===== config.mk =====
export PLATFORM = sky130hd
export DESIGN_NAME = hilo_muldiv_unit
export DESIGN_NICKNAME = d
export VERILOG_FILES = /design/src/rtl/hilo_muldiv_unit.sv
export SDC_FILE = /design/constraint.sdc
export NUM_CORES = 1
export LEC_CHECK = 0
export ABC_AREA = 1
export CAP_MARGIN = 20
export CORE_MARGIN = 2
export CORE_UTILIZATION = 45
export DETAILED_ROUTE_END_ITERATION = 10
export GPL_TIMING_DRIVEN = 0
export HOLD_SLACK_MARGIN = 0.12
export PLACE_DENSITY = 0.67
export SETUP_SLACK_MARGIN = 0.05
export SLEW_MARGIN = 20
export SYNTH_ARGS = -nofsm -noshare
export SYNTH_HDL_FRONTEND = slang
export SYNTH_SLANG_ARGS = --single-unit

===== constraint.sdc =====
create_clock -name clk -period 3.6 [get_ports clk]
set_clock_uncertainty 0.15 [all_clocks]
set_input_delay 0.72 -clock clk [delete_from_list [all_inputs] [get_ports clk]]
set_output_delay 0.72 -clock clk [all_outputs]
set_load 0.005 [all_outputs]

===== src/rtl/hilo_muldiv_unit.sv =====
// Iterative unsigned multiply/divide unit owning the HI/LO pair.
// Shift-add multiply and restoring divide, one operand bit per cycle.
module hilo_muldiv_unit #(
   parameter int unsigned WIDTH = 32
) (
   input  logic             clk,
   input  logic             rst_n,
   input  logic             start,
   input  logic             op_div,
   input  logic [WIDTH-1:0] a,
   input  logic [WIDTH-1:0] b,
   input  logic             hi_we,
   input  logic             lo_we,
   input  logic [WIDTH-1:0] wdata,
   output logic             busy,
   output logic             done,
   output logic             div_by_zero,
   output logic [WIDTH-1:0] hi,
   output logic [WIDTH-1:0] lo
);

   localparam int unsigned CW = $clog2(WIDTH) + 1;

   localparam logic [1:0] S_IDLE = 2'd0;
   localparam logic [1:0] S_MUL  = 2'd1;
   localparam logic [1:0] S_DIV  = 2'd2;
   localparam logic [1:0] S_FIN  = 2'd3;

   logic [1:0]       state_q, state_d;
   logic [CW-1:0]    cnt_q, cnt_d;
   logic [WIDTH:0]   acc_q, acc_d;     // product upper half / partial remainder
   logic [WIDTH-1:0] x_q, x_d;         // multiplier / dividend-then-quotient
   logic [WIDTH-1:0] y_q, y_d;         // multiplicand / divisor
   logic [WIDTH-1:0] hi_q, hi_d;
   logic [WIDTH-1:0] lo_q, lo_d;
   logic             busy_q, busy_d;
   logic             done_q, done_d;
   logic             dbz_q, dbz_d;

   logic [WIDTH:0]   mul_sum;
   logic [WIDTH:0]   div_shift;
   logic [WIDTH-1:0] div_diff;
   logic             div_ge;
   logic             last_iter;

   // State and datapath registers
   always_ff @(posedge clk) begin
      if (!rst_n) begin
         state_q <= S_IDLE;
         cnt_q   <= '0;
         acc_q   <= '0;
         x_q     <= '0;
         y_q     <= '0;
         hi_q    <= '0;
         lo_q    <= '0;
         busy_q  <= 1'b0;
         done_q  <= 1'b0;
         dbz_q   <= 1'b0;
      end else begin
         state_q <= state_d;
         cnt_q   <= cnt_d;
         acc_q   <= acc_d;
         x_q     <= x_d;
         y_q     <= y_d;
         hi_q    <= hi_d;
         lo_q    <= lo_d;
         busy_q  <= busy_d;
         done_q  <= done_d;
         dbz_q   <= dbz_d;
      end
   end

   // Next-state, datapath step and registered-output decode
   always_comb begin
      state_d = state_q;
      cnt_d   = cnt_q;
      acc_d   = acc_q;
      x_d     = x_q;
      y_d     = y_q;
      hi_d    = hi_q;
      lo_d    = lo_q;
      busy_d  = busy_q;
      done_d  = 1'b0;
      dbz_d   = dbz_q;

      mul_sum   = acc_q + {1'b0, (x_q[0] ? y_q : {WIDTH{1'b0}})};
      div_shift = {acc_q[WIDTH-1:0], x_q[WIDTH-1]};
      div_ge    = (div_shift >= {1'b0, y_q});
      div_diff  = div_shift[WIDTH-1:0] - y_q;
      last_iter = (cnt_q == CW'(WIDTH - 1));

      case (state_q)
         S_IDLE: begin
            busy_d = 1'b0;
            if (start) begin
               cnt_d  = '0;
               dbz_d  = 1'b0;
               acc_d  = '0;
               x_d    = a;
               y_d    = b;
               busy_d = 1'b1;
               if (!op_div) begin
                  state_d = S_MUL;
               end else if (b == '0) begin
                  // Divide by zero completes immediately with a fixed result
                  state_d = S_FIN;
                  dbz_d   = 1'b1;
                  hi_d    = a;
                  lo_d    = '1;
                  done_d  = 1'b1;
               end else begin
                  state_d = S_DIV;
               end
            end else begin
               if (hi_we) hi_d = wdata;
               if (lo_we) lo_d = wdata;
            end
         end

         S_MUL: begin
            acc_d = {1'b0, mul_sum[WIDTH:1]};
            x_d   = {mul_sum[0], x_q[WIDTH-1:1]};
            if (cnt_q != CW'(WIDTH)) cnt_d = cnt_q + CW'(1);
            if (last_iter) begin
               state_d = S_FIN;
               hi_d    = mul_sum[WIDTH:1];
               lo_d    = {mul_sum[0], x_q[WIDTH-1:1]};
               done_d  = 1'b1;
            end
         end

         S_DIV: begin
            acc_d = {1'b0, (div_ge ? div_diff : div_shift[WIDTH-1:0])};
            x_d   = {x_q[WIDTH-2:0], div_ge};
            if (cnt_q != CW'(WIDTH)) cnt_d = cnt_q + CW'(1);
            if (last_iter) begin
               state_d = S_FIN;
               hi_d    = div_ge ? div_diff : div_shift[WIDTH-1:0];
               lo_d    = {x_q[WIDTH-2:0], div_ge};
               done_d  = 1'b1;
            end
         end

         S_FIN: begin
            state_d = S_IDLE;
            busy_d  = 1'b0;
         end

         default: begin
            state_d = S_IDLE;
            busy_d  = 1'b0;
         end
      endcase
   end

   assign busy        = busy_q;
   assign done        = done_q;
   assign div_by_zero = dbz_q;
   assign hi          = hi_q;
   assign lo          = lo_q;

endmodule

After elaboration in Yosys (flattened, before gate mapping). Index checks and enable logic that the tools add are counted.

Logic and storage cells: 75. Memory bits (read-only): 0. Memories kept: 0. Output and inout port bits: 67. Input bits: 102. Memory bits (writable): 0. Register bits: 172. Latch bits: 0.

$add $sub $neg: 3. Reductions and logical operators: 12. Bitwise operators: 0. $mul: 0. Mux-type cells: 35. Equal/unequal tests: 14. Shift operators: 0. $lt $le $gt $ge: 1. Divide/modulo/power cells: 0.

Operator list (count): $mux W32 (15); $pmux W32 S3 (3); $pmux W33 S3 (1); $add A33 B32 Y33 (1); $ge A33 B32 Y1 (1); $mux W33 (1); $logic_not A32 Y1 (1); $sub A32 B32 Y32 (1); $mux W6 (2); $ne A3 B3 Y1 const B (4); $pmux W6 S2 (1); $reduce_and A6 Y1 (2); $add A6 B1 Y6 const B (1); $eq A6 B5 Y1 const B (1); $mux W1 (6); $mux W2 (3); $ne A2 B2 Y1 const B (3); $ne A6 B6 Y1 const B (1); $pmux W2 S3 (1); $reduce_and A2 Y1 (3); $eq A2 B2 Y1 const B (2); $ne A2 B1 Y1 const B (2); $pmux W1 S2 (2); $reduce_bool A2 Y1 (2); 5 further kinds (5).

Logic depth before layout (Yosys ltp).
Word-level depth: 5. Gate-level depth with buffers: 20. Gate-level depth less buffers: 18.

Worst setup path before layout. OpenSTA, ideal clock, no wires.

Path kind: register to register. Start: register x_q[0]. End: register acc_q[19]. Arrival time: 2238 ps. Clock period less this slack: 2519 ps. Buffers on the path: 2. Slack: 1081 ps. Library setup time: 131 ps. Data required time: 3319 ps. Cell stages (with the launch flop): 16. Cell sequence: dfxtp_1 clkbuf_1 clkbuf_1 nand2_1 inv_1 ha_1 a21oi_1 a21boi_0 nand2_1 nand2_1 nand3_1 or2_2 nand3_1 nand2_1 nand2_1 a21oi_1.

Longest elaborated chain between the ends: 3.

RTL lines: start, declared (RTL line 32) `logic [WIDTH-1:0] x_q, x_d;`; start signal, assigned (RTL line 52) `x_q <= '0;`; start signal, assigned (RTL line 63) `x_q <= x_d;`; $mux W32 (RTL line 86) `mul_sum = acc_q + {1'b0, (x_q[0] ? y_q : {WIDTH{1'b0}})};`; $add A33 B32 Y33 (RTL line 86); $pmux W33 S3 (RTL line 92) `case (state_q)`; end signal, assigned (RTL line 51) `acc_q <= '0;`; end signal, assigned (RTL line 62) `acc_q <= acc_d;`; end, declared (RTL line 31) `logic [WIDTH:0] acc_q, acc_d;`.

Every way passes these cells. A chain may end at the register's enable or synchronous reset.

Final worst setup path.
Start: input b[0]. End: register lo_q[31], in the netlist lo[31].

Longest elaborated chain between the ends: 3.

RTL lines: start, declared (RTL line 11) `input logic [WIDTH-1:0] b,`; $logic_not A32 Y1 (RTL line 104) `end else if (b == '0) begin`; $ne A3 B3 Y1 (no source line); $reduce_and A6 Y1 (no source line); end signal, assigned (RTL line 66) `lo_q <= lo_d;`; end, declared (RTL line 35) `logic [WIDTH-1:0] lo_q, lo_d;`.

Every way passes these cells.

==> flow_summary.json <==
{
  "ys_types": 46,
  "setup_viol": 0,
  "reg2reg_to": "acc_q[31]",
  "rr_worst_depth": 16,
  "worst_pin_slew_ns": 0.859,
  "power.total_mw": 15.6,
  "root_buffer": "clkbuf_16",
  "hold_buffers": 0,
  "synth_edf_count": 0,
  "syn_avg_cell_area_um2": 6.05,
  "slew_violations": 0,
  "initial_core_util_pct": 45.9,
  "rows": 62,
  "synthArstFlopShare_pct": 0,
  "gp_congestion": 1.01,
  "drive_above_1_share_pct": 5.42,
  "startpoint": "b[0]",
  "cts_resized": 0,
  "area_growth_pct": 20.8,
  "clock.fmax_mhz": 309,
  "worst-endpoint-arrival_ns": 3.39,
  "fillCellCount": 3043,
  "antenna_found_initial": 0,
  "cts_tree": "yes",
  "yosys_warnings": 0,
  "r2r-start": "y_q[12]",
  "netlist_top_cells_count": "605 x nand2_1, 319 x inv_1, 201 x o21ai_0",
  "postCtsSetupRepairBufs": 0,
  "core_area_um2": 28800,
  "synth.most_common_cell": "nand2_1",
  "grt_pass1_vias": 13900,
  "n_antenna_cell": 0,
  "place_inst": 2735,
  "ant_nets": 0,
  "htreeDepth": 4,
  "cp_data_required_time_ns": 3.75,
  "die_w_um": 175,
  "synthCells": 2184,
  "worst_skew_pair.late_latency_ns": 0.45,
  "p_leak_nw": 7.66,
  "worstSetupEndpointType": "flip-flop",
  "drc_errors": 0,
  "hold_viol": 0,
  "maxCapViolations": 0,
  "syn-cell-area_um2": 13200,
  "worstSetupEndpoint": "lo[31]",
  "vias": 15300,
  "wirelength_um": 53400,
  "drt_iter0_drc": 1654,
  "finalCritPeriodShare_pct": 90.0,
  "synth_nets": 2358,
  "rrSetupSlack_ns": 0.39,
  "fin_util_pct": 55.4,
  "grtUsageTotal_pct": 34.2,
  "ys.flop_type": "dfxtp_1",
  "yosysSeqAreaShare_pct": 25.9,
  "synth_top_area_cell": "dfxtp_1",
  "hold_class": "flip-flop to flip-flop",
  "worst-path-max-fanout": 10,
  "critPathLaunchType": "primary input",
  "grt-ovfl-total": 0,
  "critPathKind": "primary input to flip-flop",
  "grt_pass1_wl_um": 80600,
  "grt_setup_unrepaired": "no",
  "cts.sinks": 171,
  "netlist.area_leader.share_pct": 25.9,
  "stdcell_count": 2765,
  "die_h_um": 175,
  "status": "finished, final reports clean",
  "wl_per_cell_um": 19.3,
  "synth_area_leaders": "dfxtp_1 26%, nand2_1 17%, inv_1 9.1%, o21ai_0 7.6%, a21oi_1 7.5%",
  "clkTransAtPathRegs_ns": 0.07,
  "post_drt_via_cell_ratio": 5.53,
  "grt_max_degree": 17,
  "post-dp-hpwl_um": 43600,
  "die-area_um2": 30700,
  "slew_headroom_pct": 42.8,
  "pwr_density_cell_nw_per_um2": 979,
  "fin_crit_ns": 3.24,
  "nets": 2543,
  "port-buffer-count": 167,
  "num_io_pins": 169,
  "drtPass1Iterations": 6,
  "ir_worst_vdd_mv": 0.502,
  "numCtsBuffers": 17,
  "cts.path.max_buffers": 2,
  "ys_ff_latch": 171
}
==> logic make-up (layout without fill, tap and decap cells) <==
logic type                 after synthesis  count (layout)  synth area share (%)
and+or+nand+nor                        970             970                  31.7
AOI/OAI and AO/OA                      528             528                  21.8
buffers and inverters                  429             626                  12.8
DFF                                    171             171                  25.9
adders and majority gates               72              72                  6.94
xor gates and xnor gates                14              14                 0.929
==> power by group <==
part           leakage, nW  total [mW]  switching, mW  internal, mW
Sequential            1.41        3.10          0.553          2.55
Clock                0.290        1.95          0.882          1.07
Combinational         5.96        10.6           7.10          3.46
Total                 7.66        15.6           8.53          7.08
==> flip-flops by register name (all words and copies together) (netlist names) <==
register / count
cnt_q: 6
state_q: 2
y_q: 32
x_q: 32
done: 1
div_by_zero: 1
lo: 32
hi: 32
acc_q: 32
busy: 1
==> worst min path at each step <==
| stage | slack (ns) | from | end | depth (start not counted) |
|---|---|---|---|---|
| after floorplan | 0.30 | y_q[10] | y_q[10] | 2 |
| after global placement | 0.31 | busy | busy | 2 |
| after detailed placement | 0.31 | busy | busy | 2 |
| after CTS | 0.33 | busy | busy | 2 |
| after global routing | 0.35 | y_q[19] | y_q[19] | 2 |
| final | 0.33 | busy | busy | 2 |
==> layout by cell type (no fill, tap or decap), types with 6 or more instances in the layout <==
cell | netlist | routed
nand2_1 | 605 | 605
inv_1 | 319 | 319
o21ai_0 | 201 | 201
a21oi_1 | 198 | 198
dfxtp_1 | 171 | 170
clkdlybuf4s50_1 | 0 | 167
nor2_1 | 134 | 134
nand3_1 | 109 | 109
ha_1 | 70 | 70
clkbuf_1 | 68 | 65
a31oi_1 | 64 | 64
nand3b_1 | 31 | 31
o22ai_1 | 29 | 29
nand4_1 | 18 | 18
clkbuf_16 | 0 | 17
nand2_2 | 16 | 16
xnor2_1 | 13 | 13
nor4_1 | 12 | 12
buf_2 | 12 | 12
a21oi_2 | 12 | 12
nor3_1 | 12 | 12
inv_2 | 10 | 10
nor2_2 | 9 | 9
buf_1 | 8 | 8
nand3_2 | 8 | 8
buf_6 | 7 | 7
o21bai_1 | 6 | 6
or2_2 | 6 | 6
a21o_1 | 6 | 6
==> metrics by stage <==
step           cell area, um2  setup TNS [ns]  setup WS (ns)  hold slack (ns)
2_1_floorplan           13200               0           1.08            0.298
3_3_place_gp            15400          -0.388        -0.0464            0.312
3_5_place_dp            15400          -0.489        -0.0534            0.314
4_1_cts                 15900               0         0.0847            0.326
5_1_grt                 15900               0          0.175            0.353
6_report                15900               0          0.360            0.327
==> cell type report <==
cell class,count,area (um2),area share (%)
multi-input combinational,1584,8100,50.8
sequential,171,3420,21.5
timing repair buffer,167,1670,10.5
inverter,331,1240,7.79
tap,384,480,3.01
clock buffer,19,453,2.84
buffer,97,440,2.76
clock inverter,12,139,0.871
==> layer usage <==
layer  part of all wire (%)  track usage, %
met1                     46            49.7
met5                      0               0
met4                    3.0            10.5
met2                     43            52.3
met3                    8.6            4.83
==> critical path, cell delays in order <==
cell	delay, ns
clkdlybuf4s50_1	0.59
nor4_1	0.38
nand2_1	0.15
nor2_1	0.28
nand2_1	0.22
nand2_1	0.13
nand3_1	0.08
clkinv_1	0.22
buf_1	0.46
a31oi_1	0.15
Note: power is estimated with default switching activity, not from simulation.
